===== config.mk =====
export PLATFORM = sky130hd
export DESIGN_NAME = cam_reg_update_seq
export DESIGN_NICKNAME = d
export VERILOG_FILES = /design/src/rtl/cam_update_pkg.sv /design/src/rtl/cam_slot_scan.sv /design/src/rtl/cam_reg_update_seq.sv
export SDC_FILE = /design/constraint.sdc
export NUM_CORES = 1
export LEC_CHECK = 0
export BUFFER_PORTS_ARGS = -buffer_cell sky130_fd_sc_hd__buf_2
export CAP_MARGIN = 20
export CELL_PAD_IN_SITES_DETAIL_PLACEMENT = 1
export CELL_PAD_IN_SITES_GLOBAL_PLACEMENT = 1
export CORE_ASPECT_RATIO = 1.4
export CORE_MARGIN = 1.5
export CORE_UTILIZATION = 25
export DETAILED_ROUTE_END_ITERATION = 7
export PLACE_DENSITY = 0.56
export SLEW_MARGIN = 20
export SYNTH_ARGS = -nofsm -noshare
export SYNTH_HDL_FRONTEND = slang
export SYNTH_SLANG_ARGS = --single-unit

===== constraint.sdc =====
create_clock -name clk_camera -period 3.7 [get_ports clk_camera]
set_input_delay 0.37 -clock clk_camera [delete_from_list [all_inputs] [get_ports clk_camera]]
set_output_delay 0.37 -clock clk_camera [all_outputs]
set_load 0.05 [all_outputs]

===== src/rtl/cam_update_pkg.sv =====
// Shared types, register constants and the exposure payload helper for the
// camera settings RAM batch updater.
package cam_update_pkg;

   typedef struct packed {
      logic [15:0] addr;
      logic [7:0]  data;
   } reg_write_t;

   typedef enum logic [1:0] {IDLE, WRITE, VERIFY, DONE} upd_state_t;

   localparam logic [15:0] REG_EXPOSURE_HI = 16'h3501;
   localparam logic [15:0] REG_EXPOSURE_LO = 16'h3502;
   localparam logic [15:0] REG_AEC_MANUAL  = 16'h3503;

   typedef struct packed {
      logic [47:0] addr;
      logic [23:0] data;
   } exposure_payload_t;

   // Three-slot payload, slot 0 in the LSBs: exposure high nibble, low nibble
   // left-aligned, then the manual-AEC flag.
   function automatic exposure_payload_t pack_exposure(input logic [7:0] exp,
                                                       input logic       manual);
      exposure_payload_t p;
      p.addr = {REG_AEC_MANUAL, REG_EXPOSURE_LO, REG_EXPOSURE_HI};
      p.data = {{7'd0, manual}, {exp[3:0], 4'h0}, {4'h0, exp[7:4]}};
      return p;
   endfunction

endpackage


===== src/rtl/cam_slot_scan.sv =====
// Find-first-set over the pending slot mask; lowest index wins.
module cam_slot_scan #(
   parameter int N  = 3,
   parameter int IW = (N > 1) ? $clog2(N) : 1
) (
   input  logic [N-1:0]  mask,
   output logic [IW-1:0] idx,
   output logic          found
);

   always_comb begin
      idx   = '0;
      found = 1'b0;
      for (int i = N - 1; i >= 0; i--) begin
         if (mask[i]) begin
            idx   = IW'(i);
            found = 1'b1;
         end
      end
   end

endmodule


===== src/rtl/cam_reg_update_seq.sv =====
// Batch writer of camera register slots into the settings RAM window.
// Optional read-back verification is built with CAM_UPDATE_READBACK_EN.
//
// state  | meaning
// IDLE   | port released to init sequencer, ready when init_busy low
// WRITE  | one enabled slot written per cycle
// VERIFY | written slots re-read and compared (read-back builds only)
// DONE   | one-cycle upd_done pulse, port released
module cam_reg_update_seq
   import cam_update_pkg::*;
#(
   parameter int NUM_SLOTS      = 3,
   parameter int RAM_WIDTH      = 24,
   parameter int RAM_ADDR_WIDTH = 8,
   parameter int BASE_ADDR      = 238,
   parameter int IDLE_ADDR      = 255
) (
   input  logic                      clk_camera,
   input  logic                      sys_rst_camera_n,
   input  logic                      upd_valid,
   output logic                      upd_ready,
   input  logic [16*NUM_SLOTS-1:0]   upd_reg_addr,
   input  logic [8*NUM_SLOTS-1:0]    upd_reg_data,
   input  logic [NUM_SLOTS-1:0]      upd_en,
   input  logic                      init_busy,
`ifdef CAM_UPDATE_READBACK_EN
   input  logic [RAM_WIDTH-1:0]      ram_dout,
   output logic                      upd_error,
`endif
   output logic                      ram_sel,
   output logic                      ram_we,
   output logic [RAM_ADDR_WIDTH-1:0] ram_addr,
   output logic [RAM_WIDTH-1:0]      ram_din,
   output logic                      upd_done
);

   localparam int IW = (NUM_SLOTS > 1) ? $clog2(NUM_SLOTS) : 1;
   localparam logic [RAM_ADDR_WIDTH-1:0] IDLE_A = RAM_ADDR_WIDTH'(IDLE_ADDR);

   if (BASE_ADDR + NUM_SLOTS - 1 > (2 ** RAM_ADDR_WIDTH) - 1) begin : g_addr_range_err
      $error("cam_reg_update_seq: slot window exceeds RAM address range");
   end
   if (RAM_WIDTH != 24) begin : g_width_err
      $error("cam_reg_update_seq: RAM_WIDTH must be 24");
   end

   upd_state_t             state;
   logic [NUM_SLOTS-1:0]   pending;
   reg_write_t             snap    [NUM_SLOTS];
   reg_write_t             slot_in [NUM_SLOTS];
   reg_write_t             cur_slot;
   logic [NUM_SLOTS-1:0]   scan_mask;
   logic [NUM_SLOTS-1:0]   scan_clr;
   logic [IW-1:0]          scan_idx;
   logic                   scan_found;
   logic [RAM_ADDR_WIDTH-1:0] slot_addr;
   logic                   ram_sel_q;
   logic                   ram_we_q;

`ifdef CAM_UPDATE_READBACK_EN
   logic [NUM_SLOTS-1:0]   vpending;
   logic                   rd_valid, p1_valid, p2_valid;
   logic [RAM_WIDTH-1:0]   rd_exp, p1_exp, p2_exp;
`endif

   always_comb begin
      for (int i = 0; i < NUM_SLOTS; i++) begin
         slot_in[i].addr = upd_reg_addr[16*i +: 16];
         slot_in[i].data = upd_reg_data[8*i +: 8];
      end
   end

   // After the last write, the same scanner walks the read-back mask.
   always_comb begin
      scan_mask = pending;
      if (state == IDLE) scan_mask = upd_en;
`ifdef CAM_UPDATE_READBACK_EN
      else if (state == VERIFY || pending == '0) scan_mask = vpending;
`endif
   end

   cam_slot_scan #(.N(NUM_SLOTS), .IW(IW)) u_scan (
      .mask  (scan_mask),
      .idx   (scan_idx),
      .found (scan_found)
   );

   assign scan_clr  = scan_mask & ~(NUM_SLOTS'(1) << scan_idx);
   assign cur_slot  = (state == IDLE) ? slot_in[scan_idx] : snap[scan_idx];
   assign slot_addr = RAM_ADDR_WIDTH'(BASE_ADDR + int'(scan_idx));

   assign upd_ready = (state == IDLE) && !init_busy;
   // Reset drops the port in the same cycle it is asserted.
   assign ram_sel   = ram_sel_q & sys_rst_camera_n;
   assign ram_we    = ram_we_q & sys_rst_camera_n;

   always_ff @(posedge clk_camera) begin
      if (!sys_rst_camera_n) begin
         state     <= IDLE;
         pending   <= '0;
         snap      <= '{default: '0};
         ram_sel_q <= 1'b0;
         ram_we_q  <= 1'b0;
         ram_addr  <= IDLE_A;
         ram_din   <= '0;
         upd_done  <= 1'b0;
`ifdef CAM_UPDATE_READBACK_EN
         vpending  <= '0;
         rd_valid  <= 1'b0;
         rd_exp    <= '0;
         p1_valid  <= 1'b0;
         p1_exp    <= '0;
         p2_valid  <= 1'b0;
         p2_exp    <= '0;
         upd_error <= 1'b0;
`endif
      end else begin
         ram_sel_q <= 1'b0;
         ram_we_q  <= 1'b0;
         ram_addr  <= IDLE_A;
         ram_din   <= '0;
         upd_done  <= 1'b0;
`ifdef CAM_UPDATE_READBACK_EN
         rd_valid  <= 1'b0;
         p1_valid  <= rd_valid;
         p1_exp    <= rd_exp;
         p2_valid  <= p1_valid;
         p2_exp    <= p1_exp;
         if (p2_valid && ram_dout != p2_exp) upd_error <= 1'b1;
`endif
         case (state)
            IDLE: begin
               if (upd_valid && upd_ready) begin
                  snap <= slot_in;
`ifdef CAM_UPDATE_READBACK_EN
                  vpending <= upd_en;
`endif
                  if (scan_found) begin
                     state     <= WRITE;
                     pending   <= scan_clr;
                     ram_sel_q <= 1'b1;
                     ram_we_q  <= 1'b1;
                     ram_addr  <= slot_addr;
                     ram_din   <= cur_slot;
                  end else begin
                     state    <= DONE;
                     pending  <= '0;
                     upd_done <= 1'b1;
                  end
               end
            end
            WRITE: begin
               if (pending != '0) begin
                  pending   <= scan_clr;
                  ram_sel_q <= 1'b1;
                  ram_we_q  <= 1'b1;
                  ram_addr  <= slot_addr;
                  ram_din   <= cur_slot;
               end else begin
`ifdef CAM_UPDATE_READBACK_EN
                  state     <= VERIFY;
                  vpending  <= scan_clr;
                  ram_sel_q <= 1'b1;
                  ram_addr  <= slot_addr;
                  rd_valid  <= 1'b1;
                  rd_exp    <= cur_slot;
`else
                  state    <= DONE;
                  upd_done <= 1'b1;
`endif
               end
            end
`ifdef CAM_UPDATE_READBACK_EN
            VERIFY: begin
               ram_sel_q <= 1'b1;
               if (scan_found) begin
                  vpending <= scan_clr;
                  ram_addr <= slot_addr;
                  rd_valid <= 1'b1;
                  rd_exp   <= cur_slot;
               end else if (!rd_valid && !p1_valid) begin
                  state     <= DONE;
                  ram_sel_q <= 1'b0;
                  upd_done  <= 1'b1;
               end
            end
`endif
            default: state <= IDLE;
         endcase
      end
   end

endmodule


==> results of run 1 <==
==> metrics by stage <==
step	hold slack, ns	setup WS [ns]	power (W)	cells
after floorplan	0.435	1.28	0.00160	649
after global placement	0.440	1.13	0.00175	964
after detailed placement	0.448	1.03	0.00176	964
after CTS	0.248	1.02	0.00276	979
after global routing	0.259	0.817	0.00285	979
final	0.257	1.03	0.00272	979
==> worst min-delay path by stage <==
stage | start | cells after the start | slack, ns | end
finish | upd_reg_data[12] | 3 | 0.26 | snap[28]
CTS | upd_reg_data[13] | 3 | 0.25 | snap[29]
floorplan | snap[26] | 2 | 0.43 | snap[26]
global route | upd_reg_data[12] | 3 | 0.26 | snap[28]
detailed placement | snap[24] | 2 | 0.45 | snap[24]
global placement | snap[3] | 2 | 0.44 | snap[3]
==> synth_stat cells (2+ instances only) <==
library cell  number  share of area [%]
a21boi_0          43                6.2
mux2i_1            2               0.38
a311oi_2          17                4.9
nor2b_1            4               0.48
o211ai_1           2               0.29
buf_4             16                2.3
nor2_1             7               0.50
inv_1              2               0.14
o21ai_0            2               0.19
a21boi_1          30                4.3
o31ai_1           22                3.2
buf_2             26                2.5
o21a_1            25                3.6
buf_1              2               0.14
clkbuf_1          16                1.2
a31oi_1           24                2.9
nand2b_1           2               0.24
a21oi_1           25                2.4
dfxtp_1          106                 41
a311oi_1           6                1.0
a21oi_4            2               0.62
nor3_1             4               0.38
o211a_1            2               0.38
buf_6              2               0.43
nand2_1          239                 17
==> sequential cells by signal, indices dropped and copies added, names as in the netlist <==
signal / cells
ram_we_q: 1
ram_addr: 3
ram_din: 24
snap: 72
state: 2
upd_done: 1
pending: 3
==> critical path: stages (launching register included) <==
cell      delay (ns)
dfxtp_1         0.55
or2_1           0.48
nor2_1          0.15
nand2_4         0.69
buf_4           0.36
a311oi_2        0.06
o21a_1          0.20
==> layout by cell type (no fill, tap or decap), types with 6 or more instances in the layout <==
master and instances:
a21oi_1 24, a311oi_1 6, a21boi_0 43, buf_2 111, clkbuf_16 9, nor2_1 7
o21a_1 25, nand2_1 238, buf_4 10, a31oi_1 24, a21boi_1 30, a311oi_2 17
o31ai_1 22, dfxtp_1 106
==> power groups by stage <==
stage,Clock [W],Combinational (W),Sequential (W)
CTS,0.00102,0.000514,0.00122
global route,0.00107,0.000556,0.00123
finish,0.000987,0.000506,0.00122
floorplan,0,0.000313,0.00128
global placement,0,0.000504,0.00125
detailed placement,0,0.000513,0.00125
==> final cells by class <==
class / count / area [sq um] / share of cell area [%]
multi-input combinational: 478 / 2780 / 45.0
inverter: 2 / 7.51 / 0.122
clock inverter: 2 / 37.5 / 0.609
clock buffer: 13 / 250 / 4.06
timing repair buffer: 122 / 651 / 10.6
tap: 256 / 320 / 5.20
sequential: 106 / 2120 / 34.4
==> cell families after synthesis <==
logic type / after synthesis / share of synthesized area (%)
buffers and inverters: 65 / 6.96
other: 1 / 0.0719
flip-flops: 106 / 40.7
AND/OR/NAND/NOR: 264 / 20.3
multiplexers: 2 / 0.384
AO/OA/AOI/OAI: 209 / 31.6
==> layer usage <==
layer	up-vias	wire (um)	GRT usage [%]
met5	-	0	0
met2	86	8680	29.0
met3	16	572	2.46
met4	0	301	5.78
met1	2407	7810	19.8
li1	2363	-	-
==> tab_implementation.tex, run 1 <==
\begin{tabular}{lr}
\hline
Metric & Value \\
\hline
\multicolumn{2}{l}{\textbf{Outcome}} \\
\quad Result of the run & complete, no violations \\
\multicolumn{2}{l}{\textbf{Finish}} \\
\quad Proportion of layout cells with a drive suffix above 1 & roughly 23\% \\
\quad Design Area, Final & 0.00616 sq mm \\
\quad Area added between synthesis and finish & 18.2\% \\
\quad Filler Cells Inserted & around 2500 \\
\quad Final \#Nets & about 800 \\
\quad Utilization after layout & 30.1\% \\
\quad Diode count & 0 \\
\multicolumn{2}{l}{\textbf{STA}} \\
\quad RSZ-0062 raised after global routing & false \\
\quad Upper clock frequency limit & 0.375 GHz \\
\quad Portion of the clock cycle consumed by the worst path in the final layout & 72.0\% \\
\quad Minimum clock period after layout & around 2.7 ns \\
\quad TNS Setup & 0 ns \\
\quad Setup clock skew after layout & between 0.006 and 0.007 ns \\
\quad Endpoints failing hold & 0 \\
\quad Relative slew slack & between 30\% and 40\% \\
\quad Final setup violating endpoints & 0 \\
\quad Pins over their slew limit & 0 \\
\quad Transition time at the pin with the least slew margin & $\sim$0.96 ns \\
\multicolumn{2}{l}{\textbf{Place}} \\
\quad Final RePlAce weighted congestion & between 0.7 and 0.8 \\
\quad Post-Place Cell Area & 0.00588 sq mm \\
\quad Number of I/O port buffers & $\sim$110 \\
\quad HPWL after detailed placement & 11000 um \\
\multicolumn{2}{l}{\textbf{Critical path}} \\
\quad Launch point of the worst path & state[1] \\
\quad Worst R2R Start & state[1] \\
\quad Startpoint type of the worst setup path & flop \\
\quad Critical path arrival & $\sim$3 ns \\
\quad Worst r2r path cells & 6 \\
\quad End point of the critical path & ram\_din[8] \\
\quad Data required time of the worst path & $\sim$4.0 ns \\
\quad Start-to-end type of the worst setup path & reg -> reg \\
\quad Capture point of the worst reg-to-reg path & ram\_din[8] \\
\quad Flop-to-flop setup slack & 1.03 ns \\
\quad Largest fanout on the critical path & between 70 and 80 \\
\quad Nature of the critical path endpoint & flop \\
\multicolumn{2}{l}{\textbf{Synth}} \\
\quad Post-synthesis cell area & 0.00522 sq mm \\
\quad Synth Instances & between 600 and 700 \\
\quad Post-Syn Area per Cell & just over 8 sq um \\
\quad Part of the Yosys area used for sequential elements & between 40\% and 50\% \\
\quad Async SR Flop Fraction & 0\% \\
\quad Most common flop cell mapped by yosys & dfxtp\_1 \\
\quad Ys Warns & 0 \\
\quad Unique cell type count in the Yosys netlist & between 40 and 50 \\
\quad Post-synth EDFFs & 0 \\
\quad Register bit total from synthesis & around 110 \\
\multicolumn{2}{l}{\textbf{Global route}} \\
\quad First-pass GRT wire length & around 28000 um \\
\quad Vias in the first global route & roughly 5300 \\
\quad Antenna violations before repair & 0 \\
\quad Global-route usage over all layers & between 15 and 20\% \\
\quad Pin count of the biggest net entering global routing & 80 \\
\quad GRT Residual Overflow & 0 \\
\multicolumn{2}{l}{\textbf{CTS}} \\
\quad Clock buffer depth & 2 \\
\quad CTS hold repair buffers & 0 \\
\quad Cts repair resizes & 0 \\
\quad Clock network latency to the later pin of the worst-skew pair & 0.36 ns \\
\quad Clock-pin slew of the registers on the worst-case setup and hold paths & roughly 0.070 ns \\
\quad Total clock sinks & between 100 and 150 \\
\quad Buffer type at the clock tree root & clkbuf\_16 \\
\quad Level count of the clock H-tree & 3 \\
\quad Count of buffers added by post-CTS timing repair for setup & 0 \\
\quad Total clock buffers created by CTS & 9 \\
\quad CTS tree & built \\
\multicolumn{2}{l}{\textbf{Route}} \\
\quad 1st-pass router iterations & 4 \\
\quad Antenna viol nets, final & 0 \\
\quad Detailed Route Iter0 Violations & approximately 240 \\
\quad WL final & 17400 um \\
\quad Total number of vias & 4872 \\
\quad Drt wl/cell & 17.7 um \\
\quad Number of remaining DRC errors & 0 \\
\quad Post-DR vias/cell & 4.98 \\
\multicolumn{2}{l}{\textbf{Floorplanning}} \\
\quad Floorplan die height & roughly 170 um \\
\quad Total number of placement rows & 62 \\
\quad Area of the placeable core & roughly 0.020 sq mm \\
\quad Starting density of the core & about a quarter \\
\quad Die span in x & 125 um \\
\quad I/O pin total & approximately 120 \\
\quad Die area & approximately 0.022 sq mm \\
\multicolumn{2}{l}{\textbf{Pwr}} \\
\quad Part of the power in combinational logic & between 10\% and 20\% \\
\quad Internal power & $\sim$0.0019 W \\
\quad Leakage & approximately 2.3 nW \\
\quad Power density over the cells & roughly 440 mW/mm\^{}2 \\
\quad Maximum VDD drop & between 0.2 and 0.25 mV \\
\quad Switching fraction of total power & a little under a third \\
\quad Sequential fraction of design power & about 45\% \\
\quad Clock power frac & a little over a third \\
\quad Switching power & just over 0.0008 W \\
\multicolumn{2}{l}{\textbf{Hold path}} \\
\quad Min-delay worst type & in -> reg \\
\multicolumn{2}{l}{\textbf{Job}} \\
\quad \# Max-Cap Violations & 0 \\
\hline
\end{tabular}
(Power assumes the default switching activity.)
==> inputs of run 2 (changes only) <==
ABC_AREA = 1   (was unset)
PLACE_DENSITY = 0.58   (was 0.56)
clock period = 2.51 ns   (was 3.7 ns; I/O delays follow)
==> tab_implementation.tex, run 2 <==
\begin{tabular}{lr}
\hline
Metric & Value \\
\hline
\multicolumn{2}{l}{\textbf{Synth}} \\
\quad Most common flop cell mapped by yosys & dfxtp\_1 \\
\quad Top post-synthesis cells by count & nand3\_1 (119), nand2\_1 (110), dfxtp\_1 (106) \\
\quad Unique cell type count in the Yosys netlist & 29 (-34\%) \\
\quad Yosys top cell by area & dfxtp\_1 \\
\quad Post-Syn Area per Cell & 6.86 sq um (-15\%) \\
\quad Post-synth EDFFs & 0 (unchanged) \\
\quad Ys Warns & 0 (unchanged) \\
\quad Part of the Yosys area used for sequential elements & 40.8\% (+0.11 points) \\
\quad Register bit total from synthesis & 106 (unchanged) \\
\quad Post-synthesis cell area & 0.00520 sq mm (-0.26\%) \\
\quad Fraction of synthesized cell area taken by the top area cell type & 40.8\% (+0.11 points) \\
\quad Async SR Flop Fraction & 0\% (unchanged) \\
\quad Synth Instances & 758 (+17\%) \\
\quad Leading cell types by total area after synthesis & dfxtp\_1 (41\%), nand3\_1 (11\%), a21oi\_1 (9.5\%) \\
\quad Cell with the most instances after synthesis & nand3\_1 \\
\multicolumn{2}{l}{\textbf{Route}} \\
\quad Drt wl/cell & 15.0 um (-16\%) \\
\quad Number of remaining DRC errors & 0 (unchanged) \\
\quad Post-DR vias/cell & 4.64 (-6.7\%) \\
\quad Antenna viol nets, final & 0 (unchanged) \\
\quad Detailed Route Iter0 Violations & 211 (-13\%) \\
\quad WL final & 16300 um (-6.0\%) \\
\quad 1st-pass router iterations & 4 (unchanged) \\
\quad Total number of vias & 5064 (+3.9\%) \\
\multicolumn{2}{l}{\textbf{Finish}} \\
\quad Utilization after layout & 30.1\% (about the same) \\
\quad Diode count & 0 (unchanged) \\
\quad Most common cell after layout, fill and taps aside & nand3\_1 \\
\quad Final \#Nets & 911 (+14\%) \\
\quad Number of flip-flops under the largest register name & 72 (unchanged) \\
\quad Registers with the most flip-flops & snap (72), ram\_din (24) \\
\quad Commonest cells after routing, fill and taps aside & nand3\_1 (119), buf\_2 (111), nand2\_1 (109), dfxtp\_1 (106), a21oi\_1 (99) \\
\quad Proportion of layout cells with a drive suffix above 1 & 20.4\% (-2.2 points) \\
\quad Area added between synthesis and finish & 18.5\% \\
\quad Reg with most FFs & snap \\
\quad Non-filler instance count after layout & 1091 (+11\%) \\
\multicolumn{2}{l}{\textbf{Floorplanning}} \\
\quad Die area & 0.0217 sq mm (-0.26\%) \\
\quad Die span in x & 125 um (-0.13\%) \\
\quad Starting density of the core & 25.4\% (-0.067 points) \\
\quad Total number of placement rows & 62 (unchanged) \\
\quad Area of the placeable core & 0.0205 sq mm (unchanged) \\
\quad I/O pin total & 115 (unchanged) \\
\quad Floorplan die height & 174 um (-0.13\%) \\
\multicolumn{2}{l}{\textbf{Global route}} \\
\quad First-pass GRT wire length & 26600 um (-4.3\%) \\
\quad Antenna violations before repair & 0 (unchanged) \\
\quad GRT Residual Overflow & 0 (unchanged) \\
\quad Vias in the first global route & 5184 (-1.7\%) \\
\quad Pin count of the biggest net entering global routing & 149 (+86\%) \\
\quad Global-route usage over all layers & 15.4\% (-0.92 points) \\
\multicolumn{2}{l}{\textbf{CTS}} \\
\quad Cts repair resizes & 0 (unchanged) \\
\quad Clock buffer depth & 2 (unchanged) \\
\quad Count of buffers added by post-CTS timing repair for setup & 0 (unchanged) \\
\quad CTS hold repair buffers & 0 (unchanged) \\
\quad Total clock sinks & 106 (unchanged) \\
\quad Clock network latency to the later pin of the worst-skew pair & 0.35 ns (about the same) \\
\quad CTS tree & built \\
\quad Total clock buffers created by CTS & 9 (unchanged) \\
\quad Clock-pin slew of the registers on the worst-case setup and hold paths & 0.07 ns (about the same) \\
\quad Buffer type at the clock tree root & clkbuf\_16 \\
\quad Level count of the clock H-tree & 3 (unchanged) \\
\multicolumn{2}{l}{\textbf{Critical path}} \\
\quad Startpoint type of the worst setup path & flop \\
\quad Critical path arrival & 2.22 ns (-0.70 ns) \\
\quad Nature of the critical path endpoint & flop \\
\quad Critical-path cell list & inv\_1 > nand2\_4 > nor2\_2 > nand2\_4 > buf\_12 > nand2\_1 > o21ai\_0 > nor2\_1 \\
\quad Most frequent cell on the critical path & nand2\_4 \\
\quad Worst r2r path cells & 8 (+2) \\
\quad Largest fanout on the critical path & 148 (+100\%) \\
\quad Slowest Stage Delay on Critical Path & 0.41 ns (-0.28 ns) \\
\quad Start-to-end type of the worst setup path & reg -> reg \\
\quad Data required time of the worst path & 2.74 ns (-1.22 ns) \\
\quad Critical Path Slowest Stage Cell & dfxtp\_1 \\
\multicolumn{2}{l}{\textbf{STA}} \\
\quad TNS Setup & 0 ns (unchanged) \\
\quad Minimum clock period after layout & 1.99 ns (-0.674 ns) \\
\quad Relative slew slack & 57.8\% (+22 points) \\
\quad Final setup violating endpoints & 0 (unchanged) \\
\quad RSZ-0062 raised after global routing & false \\
\quad Endpoints failing hold & 0 (unchanged) \\
\quad Setup clock skew after layout & 0.00710 ns (+0.000462 ns) \\
\quad Pins over their slew limit & 0 (unchanged) \\
\quad Transition time at the pin with the least slew margin & 0.633 ns (-0.328 ns) \\
\quad Upper clock frequency limit & 0.502 GHz (+34\%) \\
\quad Worst hold slack after final layout & 0.169 ns (-0.0874 ns) \\
\quad Portion of the clock cycle consumed by the worst path in the final layout & 79.3\% (+7.3 points) \\
\multicolumn{2}{l}{\textbf{Place}} \\
\quad Instance count after placement with tap cells included & 1077 (+12\%) \\
\quad Final RePlAce weighted congestion & 0.775 (+8.0\%) \\
\quad Number of I/O port buffers & 111 (unchanged) \\
\quad HPWL after detailed placement & 10900 um (-0.77\%) \\
\multicolumn{2}{l}{\textbf{Hold path}} \\
\quad Min-delay worst type & in -> reg \\
\quad Number of cells on the worst hold path & 3 (unchanged) \\
\multicolumn{2}{l}{\textbf{Pwr}} \\
\quad Power density over the cells & 680 mW/mm\^{}2 (+54\%) \\
\quad Tot Pwr & 0.00419 W (+54\%) \\
\quad Maximum VDD drop & 0.292 mV (+30\%) \\
\quad Leakage & 2.67 nW (+16\%) \\
\multicolumn{2}{l}{\textbf{Job}} \\
\quad \# Max-Cap Violations & 0 (unchanged) \\
\multicolumn{2}{l}{\textbf{Outcome}} \\
\quad Result of the run & complete, no violations \\
\hline
\end{tabular}
## run 2: cell count changes after synthesis, sizes merged, moves of 12 or more
cell,delta
or2,+22
a311oi,-23
nand3,+120
o21a,-25
inv,+84
clkbuf,+12
a21boi,-74
nand2,-123
o21ai,+77
o31ai,-22
a31oi,-24
a21oi,+73
nor2,+47
## run 2: path summary, 6_finish.rpt
path	start	endpoint	slack, ns
setup / recovery	state[0]	pending[1]	0.52
setup reg to reg	state[0]	pending[1]	0.52
hold / removal	upd_reg_data[10]	snap[26]	0.17
hold reg to reg	snap[5]	snap[5]	0.45
## run 2: per-layer routing
layer | part of all wire, % | global-route usage, % | wire length, um
met1 | 45 | 18.3 | 7270
met2 | 51 | 27.9 | 8280
met3 | 2.6 | 1.82 | 423
met4 | 2.2 | 6.16 | 354
met5 | 0 | 0 | 0
## run 2: through the flow
| step | area, sq um | worst slack [ns] |
|---|---|---|
| final | 6160 | 0.519 |
| after global routing | 6160 | 0.329 |
| after CTS | 6160 | 0.512 |
| after detailed placement | 5890 | 0.526 |
| after global placement | 5890 | 0.549 |
| after floorplan | 5210 | 0.658 |
## run 2: worst max-delay path: cells and delay by family (launching register included)
kind	cells	cell delay, ns
buf+inv	2	0.50
flops	1	0.41
simple gates	5	0.59
compound gates	1	0.23
## run 2: power breakdown
group          switching [W]  leakage [nW]  internal (W)  total [W]
clock network       0.000641         0.138      0.000750    0.00139
logic               0.000667          1.66      0.000306   0.000974
registers          0.0000313         0.869       0.00180    0.00183
## run 2: logic make-up (layout without fill, tap and decap cells)
family | Yosys count | after routing | synth area share [%]
and+or+nand+nor | 315 | 315 | 27.9
AOI/OAI and AO/OA | 184 | 184 | 18.0
DFF | 106 | 106 | 40.8
other | 1 | 3 | 0.0721
buffers and inverters | 152 | 227 | 13.2
## run 2: layout make-up
class	instances	area, sq um
flip-flops and latches	106	2120
fillers	2644	14300
clock inverters	1	8.76
repair buffers	126	706
inverters	87	327
clock buffers	13	270
multi-input cells	502	2410
well taps	256	320
